[src/rtl/v2k_pkg.sv]
// Shared types, defaults and helpers for the v2k change-capture slice.
package v2k_pkg;

  localparam int unsigned V2K_WIDTH_DFLT    = 16;
  localparam int unsigned V2K_TS_WIDTH_DFLT = 16;
  localparam int unsigned V2K_DEPTH_DFLT    = 8;

  typedef struct packed {
    logic [V2K_WIDTH_DFLT:0]      data;
    logic [V2K_TS_WIDTH_DFLT-1:0] ts;
  } v2k_entry_t;

  function automatic int unsigned v2k_clog2(input int unsigned n);
    int unsigned r;
    r = 0;
    for (int unsigned i = 0; i < 32; i++) begin
      if ((32'd1 << i) < n) r = i + 1;
    end
    return r;
  endfunction

endpackage

[src/rtl/v2k_sync_fifo.sv]
// Single-clock FIFO with a registered head word, registered occupancy and full/empty flags.
module v2k_sync_fifo
  import v2k_pkg::*;
#(
  parameter int unsigned EW    = 33,
  parameter int unsigned DEPTH = 8,
  localparam int unsigned AW   = v2k_clog2(DEPTH)
) (
  input  logic          clk,
  input  logic          rst,
  input  logic          push,
  input  logic          pop,
  input  logic [EW-1:0] din,
  output logic [EW-1:0] head,
  output logic [AW:0]   count,
  output logic          full,
  output logic          empty
);

  logic [EW-1:0] mem_q [DEPTH];
  logic [AW:0]   wptr_q, wptr_d, rptr_q, rptr_d, count_q, count_d, remaining;
  logic [EW-1:0] head_q, head_d;
  logic          full_q, empty_q;
  logic          push_ok, pop_ok;

  // A push into a full FIFO is only legal when the head leaves in the same cycle.
  assign pop_ok  = pop && !empty_q;
  assign push_ok = push && (!full_q || pop_ok);

  always_comb begin
    wptr_d    = wptr_q + (AW + 1)'(push_ok);
    rptr_d    = rptr_q + (AW + 1)'(pop_ok);
    count_d   = count_q + (AW + 1)'(push_ok) - (AW + 1)'(pop_ok);
    remaining = count_q - (AW + 1)'(pop_ok);
    head_d    = head_q;
    // When nothing older survives the pop, the incoming word becomes the new head directly.
    if (push_ok && (remaining == '0)) begin
      head_d = din;
    end else if (remaining != '0) begin
      head_d = mem_q[rptr_d[AW-1:0]];
    end
  end

  always_ff @(posedge clk) begin
    if (rst) begin
      wptr_q  <= '0;
      rptr_q  <= '0;
      count_q <= '0;
      head_q  <= '0;
      full_q  <= 1'b0;
      empty_q <= 1'b1;
    end else begin
      wptr_q  <= wptr_d;
      rptr_q  <= rptr_d;
      count_q <= count_d;
      head_q  <= head_d;
      full_q  <= (count_d == (AW + 1)'(DEPTH));
      empty_q <= (count_d == '0);
    end
  end

  always_ff @(posedge clk) begin
    if (push_ok) mem_q[wptr_q[AW-1:0]] <= din;
  end

  assign head  = head_q;
  assign count = count_q;
  assign full  = full_q;
  assign empty = empty_q;

endmodule

[src/rtl/v2k_change_fifo.sv]
// Timestamps every change of the sampled word and queues {value, timestamp} entries for a
// valid/ready consumer, with a sticky flag for entries lost to a full queue.
module v2k_change_fifo
  import v2k_pkg::*;
#(
  parameter int unsigned WIDTH    = V2K_WIDTH_DFLT,
  parameter int unsigned DEPTH    = V2K_DEPTH_DFLT,
  parameter int unsigned TS_WIDTH = V2K_TS_WIDTH_DFLT
) (
  input  logic                     clk,
  input  logic                     rst,
  input  logic [WIDTH:0]           sig,
  input  logic                     ovf_clr,
  output logic                     out_valid,
  input  logic                     out_ready,
  output logic [WIDTH:0]           out_data,
  output logic [TS_WIDTH-1:0]      out_ts,
  output logic [$clog2(DEPTH):0]   count,
  output logic                     overflow
);

  typedef struct packed {
    logic [WIDTH:0]      data;
    logic [TS_WIDTH-1:0] ts;
  } entry_t;

  logic [TS_WIDTH-1:0] ts_q;
  logic [WIDTH:0]      prev_q;
  logic                prev_vld_q, ovf_q;
  logic                evt, pop, drop, full, empty;
  entry_t              din, head;

  assign evt  = !prev_vld_q || (sig != prev_q);
  assign pop  = !empty && out_ready;
  assign drop = evt && full && !pop;
  assign din  = '{data: sig, ts: ts_q};

  always_ff @(posedge clk) begin
    if (rst) begin
      ts_q       <= '0;
      prev_q     <= '0;
      prev_vld_q <= 1'b0;
      ovf_q      <= 1'b0;
    end else begin
      ts_q       <= ts_q + TS_WIDTH'(1);
      prev_q     <= sig;
      prev_vld_q <= 1'b1;
      // A drop in the same cycle as a clear request keeps the flag set.
      if (drop) begin
        ovf_q <= 1'b1;
      end else if (ovf_clr) begin
        ovf_q <= 1'b0;
      end
    end
  end

  v2k_sync_fifo #(
    .EW    ($bits(entry_t)),
    .DEPTH (DEPTH)
  ) u_fifo (
    .clk   (clk),
    .rst   (rst),
    .push  (evt),
    .pop   (out_ready),
    .din   (din),
    .head  (head),
    .count (count),
    .full  (full),
    .empty (empty)
  );

  assign out_valid = !empty;
  assign out_data  = head.data;
  assign out_ts    = head.ts;
  assign overflow  = ovf_q;

endmodule
[config.mk]
export PLATFORM = sky130hd
export DESIGN_NAME = v2k_change_fifo
export DESIGN_NICKNAME = d
export VERILOG_FILES = /design/src/rtl/v2k_pkg.sv /design/src/rtl/v2k_sync_fifo.sv /design/src/rtl/v2k_change_fifo.sv
export SDC_FILE = /design/constraint.sdc
export NUM_CORES = 1
export LEC_CHECK = 0
export CAP_MARGIN = 20
export CORE_MARGIN = 1.5
export CORE_UTILIZATION = 35
export CTS_CLUSTER_DIAMETER = 40
export CTS_CLUSTER_SIZE = 12
export DETAILED_ROUTE_END_ITERATION = 6
export PLACE_DENSITY = 0.61
export SLEW_MARGIN = 20
export SYNTH_ARGS = -nofsm -noshare
export SYNTH_HDL_FRONTEND = slang
export SYNTH_SLANG_ARGS = --single-unit
[constraint.sdc]
create_clock -name clk -period 6.44 [get_ports clk]
set_input_delay 1.288 -clock clk [delete_from_list [all_inputs] [get_ports clk]]
set_output_delay 1.288 -clock clk [all_outputs]
set_load 0.02 [all_outputs]
==> results.yml, run 1 <==
synth:
  synthCells: 774
  synthMuxAreaShare_pct: 11.3
  synth_compound_area_share_pct: 4.69
  synth_common_cells: "edfxtp_1 (264), dfxtp_1 (80), nand2_1 (77), mux4_2 (66), nor2_1 (59)"
  synth_ff_type: "edfxtp_1"
  synth_top_family_by_area: "multiplexers"
  postSynthNetCount: 807
  synthAdderAreaFrac_pct: 1.20
  synth-simple-area-share_pct: 6.29
  yosys_register_bits: 344
  yosysTopAreaCell: "edfxtp_1"
  synth.distinct_cells: 39
  yosys-top-cells-area: "edfxtp_1 (60%), dfxtp_1 (12%), mux4_2 (11%)"
  ys_warn_count: 0
  synthesis.area_sq_um: 13200
  synthXorXnorAreaFrac_pct: 2.46
  yosysSeqAreaShare_pct: 72.3
  yosys.cell_count.top_type: "edfxtp_1"
  synth_edf_count: 264
  synth_area_per_cell_sq_um: 17.0
  synth.top_cell.area_share_pct: 60.1
  synthArstFlopShare_pct: 0
floorplanning:
  ioPinCount: 60
  start_util_pct: 35.8
  dieArea_sq_um: 38800
  die_h_um: 197
  core_sq_um: 36900
  die_x_um: 197
  rows: 70
critical_path:
  arrival_ns: 4.91
  cp-start-kind: "input port"
  worstPathRequired_ns: 6.91
  worstSetupPathType: "input port to flop"
  setup.worst_path.end_class: "flop"
  critPathMaxFanout: 30
  rrSetupSlack_ns: 2.91
  worst_r2r_path_depth: 9
worst_hold_path:
  worstHoldPathType: "flop to flop"
  hold_path_depth: 2
global_routing:
  use_met3_pct: 3.04
  track_usage_pct: 14.9
  grt_busiest_layer: "met2"
  grt_pass1_vias: 7287
  grt_max_degree: 74
  grt_overflow: 0
  grt_use_met1_pct: 19.7
  grt_pass1_wl_um: 43700
  met2_usage_pct: 25.0
  antenna_found_initial: 1
clock_network:
  tritoncts: "built"
  cts_setup_buffers: 0
  cts_resized: 0
  clk_latency_ns: 0.54
  clock_path_buffers: 3
  cts_hold_buf: 0
  clk_pin_slew_ns: 0.06
  cts_root_buf: "clkbuf_16"
  htree_levels: 2
  cts_made_buffers: 44
  cts.sinks: 344
power:
  power_density_nw_per_um2: 465
  leakage_nw: 5.30
  ir_worst_vdd_v: 0.000342
sta:
  fin_worst_skew_ns: 0.00904
  setup_tns_ns: 0
  maxSlewHeadroom_pct: 33.8
  finalCriticalPeriod_ns: 4.45
  hold_viol_final: 0
  period_share_pct: 69.0
  grt_setup_unrepaired: "false"
  maxSlewViolCount: 0
  max_freq_mhz: 225
  finalSetupViolations: 0
  worst_pin_slew_ns: 0.993
  holdWs_ns: 0.509
run_status:
  status: "completed"
detailed_routing:
  first_iter_violations: 510
  drt_first_pass_iters: 4
  via_per_inst: 4.98
  drc: 0
  final_antenna_net_count: 0
  vias: 6955
  wl_um: 28200
  avgRoutedWirePerCell_um: 20.2
finish:
  antenna_cells: 0
  synthToLayoutAreaGrowth_pct: 20.5
  drive_gt1_share_pct: 20.2
  fillers: 3260
  nets: 890
  post-route-util_pct: 43.1
place:
  gp_congestion: 0.695
  io_buffer_count: 59
  hpwl_um: 15100
flow_run:
  drv_cap: 0
per-stage QoR:
stage / area, sq um / power, W / worst slack (ns) / instances
finish: 15900 / 0.00738 / 1.99 / 1397
global route: 15900 / 0.00776 / 1.81 / 1397
CTS: 15900 / 0.00749 / 1.93 / 1397
detailed placement: 14400 / 0.00509 / 1.40 / 1315
global placement: 14400 / 0.00505 / 1.53 / 1315
floorplan: 13200 / 0.00444 / 0.511 / 774
critical path, cell delays in order:
cell             delay, ns
clkdlybuf4s50_1       0.44
nor2b_1               0.30
ha_1                  0.33
inv_1                 0.07
ha_1                  0.32
a2111oi_4             0.78
and2_0                0.22
a31o_2                0.76
a221oi_1              0.24
nor2_1                0.14
metal layers:
metal  up-vias  wire length [um]
met4         2               406
met1      3559             12100
li1       3166                 -
met5         -                13
met3        41              1680
met2       187             14000
layout make-up:
class | count | area [sq um] | area share, %
clock inverters | 22 | 200 | 1.26
repair buffers | 76 | 726 | 4.57
clock buffers | 60 | 1240 | 7.84
well taps | 504 | 631 | 3.97
multi-input cells | 377 | 3500 | 22.1
flip-flops and latches | 344 | 9530 | 60.0
inverters | 14 | 52.6 | 0.331
path summary, 6_finish.rpt:
path	endpoint	from
worst min-delay path	u_fifo.head[16]	u_fifo.head[16]
worst min register to register	u_fifo.head[16]	u_fifo.head[16]
worst max-delay path	u_fifo.head[22]	out_ready
worst max register to register	u_fifo.head[22]	u_fifo.empty
flip-flops by register name (all words and copies together), names as in the netlist:
name           count
u_fifo.mem_q     264
u_fifo.head       33
prev_q            17
ts_q              16
u_fifo.count       4
u_fifo.rptr_q      3
u_fifo.wptr_q      3
overflow           1
prev_vld_q         1
u_fifo.empty       1
u_fifo.full        1
power by group:
group | internal [W] | leakage (nW) | switching, W
logic | 0.000874 | 1.47 | 0.00108
registers | 0.00287 | 3.12 | 0.000172
clock network | 0.00145 | 0.706 | 0.000934
total | 0.00520 | 5.30 | 0.00219
cell usage in the layout, fill, tap and decap left out, drive strengths merged, types with 2 or more instances in the layout:
cell           synthesis  routed
clkinvlp               0       2
dfxtp                 80      80
clkinv                 0      11
nand4                  5       5
ha                    11      11
nor4b                  2       2
nor3                   3       3
nand3                  7       7
o311a                  3       3
clkbuf                21      60
buf                   18      18
xnor2                 20      20
clkdlybuf4s50          0      58
edfxtp               264     264
a21oi                 33      33
nand2                 77      77
nor2                  59      59
nor2b                 22      22
inv                   14      21
a31oi                  3       3
a221oi                30      30
xor2                  17      17
bufinv                 0       2
nor3b                  2       2
nor4                   2       2
and3                   3       3
mux4                  66      66
and4                   2       2
cells by family after synthesis:
kind of cell / after synthesis
xor+xnor: 37
simple gates: 187
mux: 66
flops: 344
fa+ha+maj: 12
buf+inv: 53
compound gates: 75
No activity file was read; power rests on OpenSTA's default activity.
==> run 2: changes to the inputs <==
--- a/config.mk
+++ b/config.mk
@@ -11,7 +11,7 @@
 export CTS_CLUSTER_DIAMETER = 40
 export CTS_CLUSTER_SIZE = 12
 export DETAILED_ROUTE_END_ITERATION = 6
-export PLACE_DENSITY = 0.61
+export PLACE_DENSITY = 0.63
 export SLEW_MARGIN = 20
 export SYNTH_ARGS = -nofsm -noshare
 export SYNTH_HDL_FRONTEND = slang
==> constraint.sdc (replaced) <==
create_clock -name clk -period 4 [get_ports clk]
set_input_delay 0.8 -clock clk [delete_from_list [all_inputs] [get_ports clk]]
set_output_delay 0.8 -clock clk [all_outputs]
set_load 0.02 [all_outputs]
==> results.yml, run 2 (synthesized netlist as in run 1, its figures left out) <==
run_status:
  status: "completed"
critical_path:
  worstPathRequired_ns: 4.41
  slowest_delay_ns: 0.46
  cp.depth: 11
  cp_slowest_cell: "clkdlybuf4s50_1"
  critPathMaxFanout: 14
  cp_cell_sequence: "clkdlybuf4s50_1, nor2b_1, ha_1, inv_1, ha_1, a2111oi_4, inv_2, a211oi_4, buf_4, nand2_1, o311a_1"
  setup.worst_path.end_class: "flop"
  worstSetupPathType: "input port to flop"
  cp-start-kind: "input port"
  rrSetupSlack_ns: 1.17
  worst_r2r_path_depth: 10
  cpMostUsedCell: "ha_1"
  arrival_ns: 3.70
  cp_num_buf_inv: 4
  path_delay_family: "buffers and inverters"
clock_network:
  clk_latency_ns: 0.52
  clock_path_buffers: 3
  cts_setup_buffers: 0
  cts_made_buffers: 43
  htree_levels: 2
  cts.sinks: 344
  cts_resized: 0
  clk_pin_slew_ns: 0.06
  cts_root_buf: "clkbuf_16"
  cts_hold_buf: 0
  tritoncts: "built"
floorplanning:
  core_sq_um: 36900
  ioPinCount: 60
  rows: 70
  dieArea_sq_um: 38800
  start_util_pct: 35.8
  die_h_um: 197
  die_x_um: 197
finish:
  largest_reg_flops: 264
  fillers: 3187
  multi_input_area_sq_um: 3540
  synthToLayoutAreaGrowth_pct: 24.9
  mostFrequentLayoutCells: "edfxtp_1 (264), dfxtp_1 (80), nand2_1 (77)"
  final_common_cell: "edfxtp_1"
  antenna_cells: 0
  post-route-util_pct: 44.7
  nets: 921
  drive_gt1_share_pct: 23.2
  seqCellArea_sq_um: 9530
global_routing:
  grt_pass1_wl_um: 44300
  track_usage_pct: 15.2
  grt_overflow: 0
  grt_max_degree: 50
  antenna_found_initial: 0
  grt_pass1_vias: 7296
detailed_routing:
  met2_length_um: 13600
  met3_length_um: 1350
  first_iter_violations: 489
  drc: 0
  via_per_inst: 4.92
  drt_first_pass_iters: 4
  final_antenna_net_count: 0
  wl_um: 28800
  top_layer: "met4"
  wl_met1_um: 13400
  vias: 7010
  avgRoutedWirePerCell_um: 20.2
place:
  hpwl_um: 16400
  io_buffer_count: 59
  dp_slack_ns: 0.167
  gp_congestion: 0.719
sta:
  hold_viol_final: 0
  worst_pin_slew_ns: 0.870
  max_freq_mhz: 304
  maxSlewViolCount: 0
  grt_setup_unrepaired: "false"
  fin_worst_skew_ns: 0.0104
  timing.final.ws_setup_ns: 0.709
  period_share_pct: 82.3
  holdWs_ns: 0.507
  setup_tns_ns: 0
  finalCriticalPeriod_ns: 3.29
  maxSlewHeadroom_pct: 41.9
  finalSetupViolations: 0
power:
  power_density_nw_per_um2: 751
  leakage_nw: 5.57
  ir_worst_vdd_v: 0.000416
worst_hold_path:
  hold_path_depth: 2
  worstHoldPathType: "flop to flop"
flow_run:
  drv_cap: 0
-- run 2: cell count changes in the layout (fill, tap and decap cells not counted), moves of 4 or more --
cell,change
clkbuf_1,-4
inv_6,-5
buf_12,+19
buf_4,+13
bufinv_16,+4
-- run 2: per-layer routing --
metal,vias to the layer above,GRT usage [%]
met5,-,0
met2,166,24.2
met1,3584,21.6
li1,3224,-
met3,36,2.75
met4,0,3.85
-- run 2: path summary, 6_finish.rpt --
| check | endpoint | startpoint |
|---|---|---|
| max | u_fifo.head[31] | out_ready |
| min | u_fifo.head[28] | u_fifo.head[28] |
| max reg2reg | u_fifo.head[31] | u_fifo.empty |
| min reg2reg | u_fifo.head[28] | u_fifo.head[28] |
-- run 2: worst register-to-register path: cells and delay by family (launching register included) --
family,cells,cell delay [ns]
buf+inv,3,0.58
flops,1,0.31
compound gates,3,0.88
fa+ha+maj,2,0.64
simple gates,2,0.31
-- run 2: cell type report --
cell class / count / area share [%]
inverters: 14 / 0.319
repair buffers: 108 / 7.31
flip-flops and latches: 344 / 57.9
well taps: 504 / 3.83
clock buffers: 57 / 7.42
multi-input cells: 377 / 21.5
clock inverters: 21 / 1.73
-- run 2: power by group --
group	internal [W]	switching (W)	total [W]
Combinational	0.00164	0.00182	0.00346
Clock	0.00255	0.00146	0.00401
Sequential	0.00461	0.000284	0.00490
-- run 2: metrics by stage --
stage,total power [W],instances,area (sq um)
CTS,0.0125,1425,16500
global placement,0.00844,1347,15000
finish,0.0124,1425,16500
floorplan,0.00714,774,13200
detailed placement,0.00850,1347,15000
global route,0.0130,1425,16500
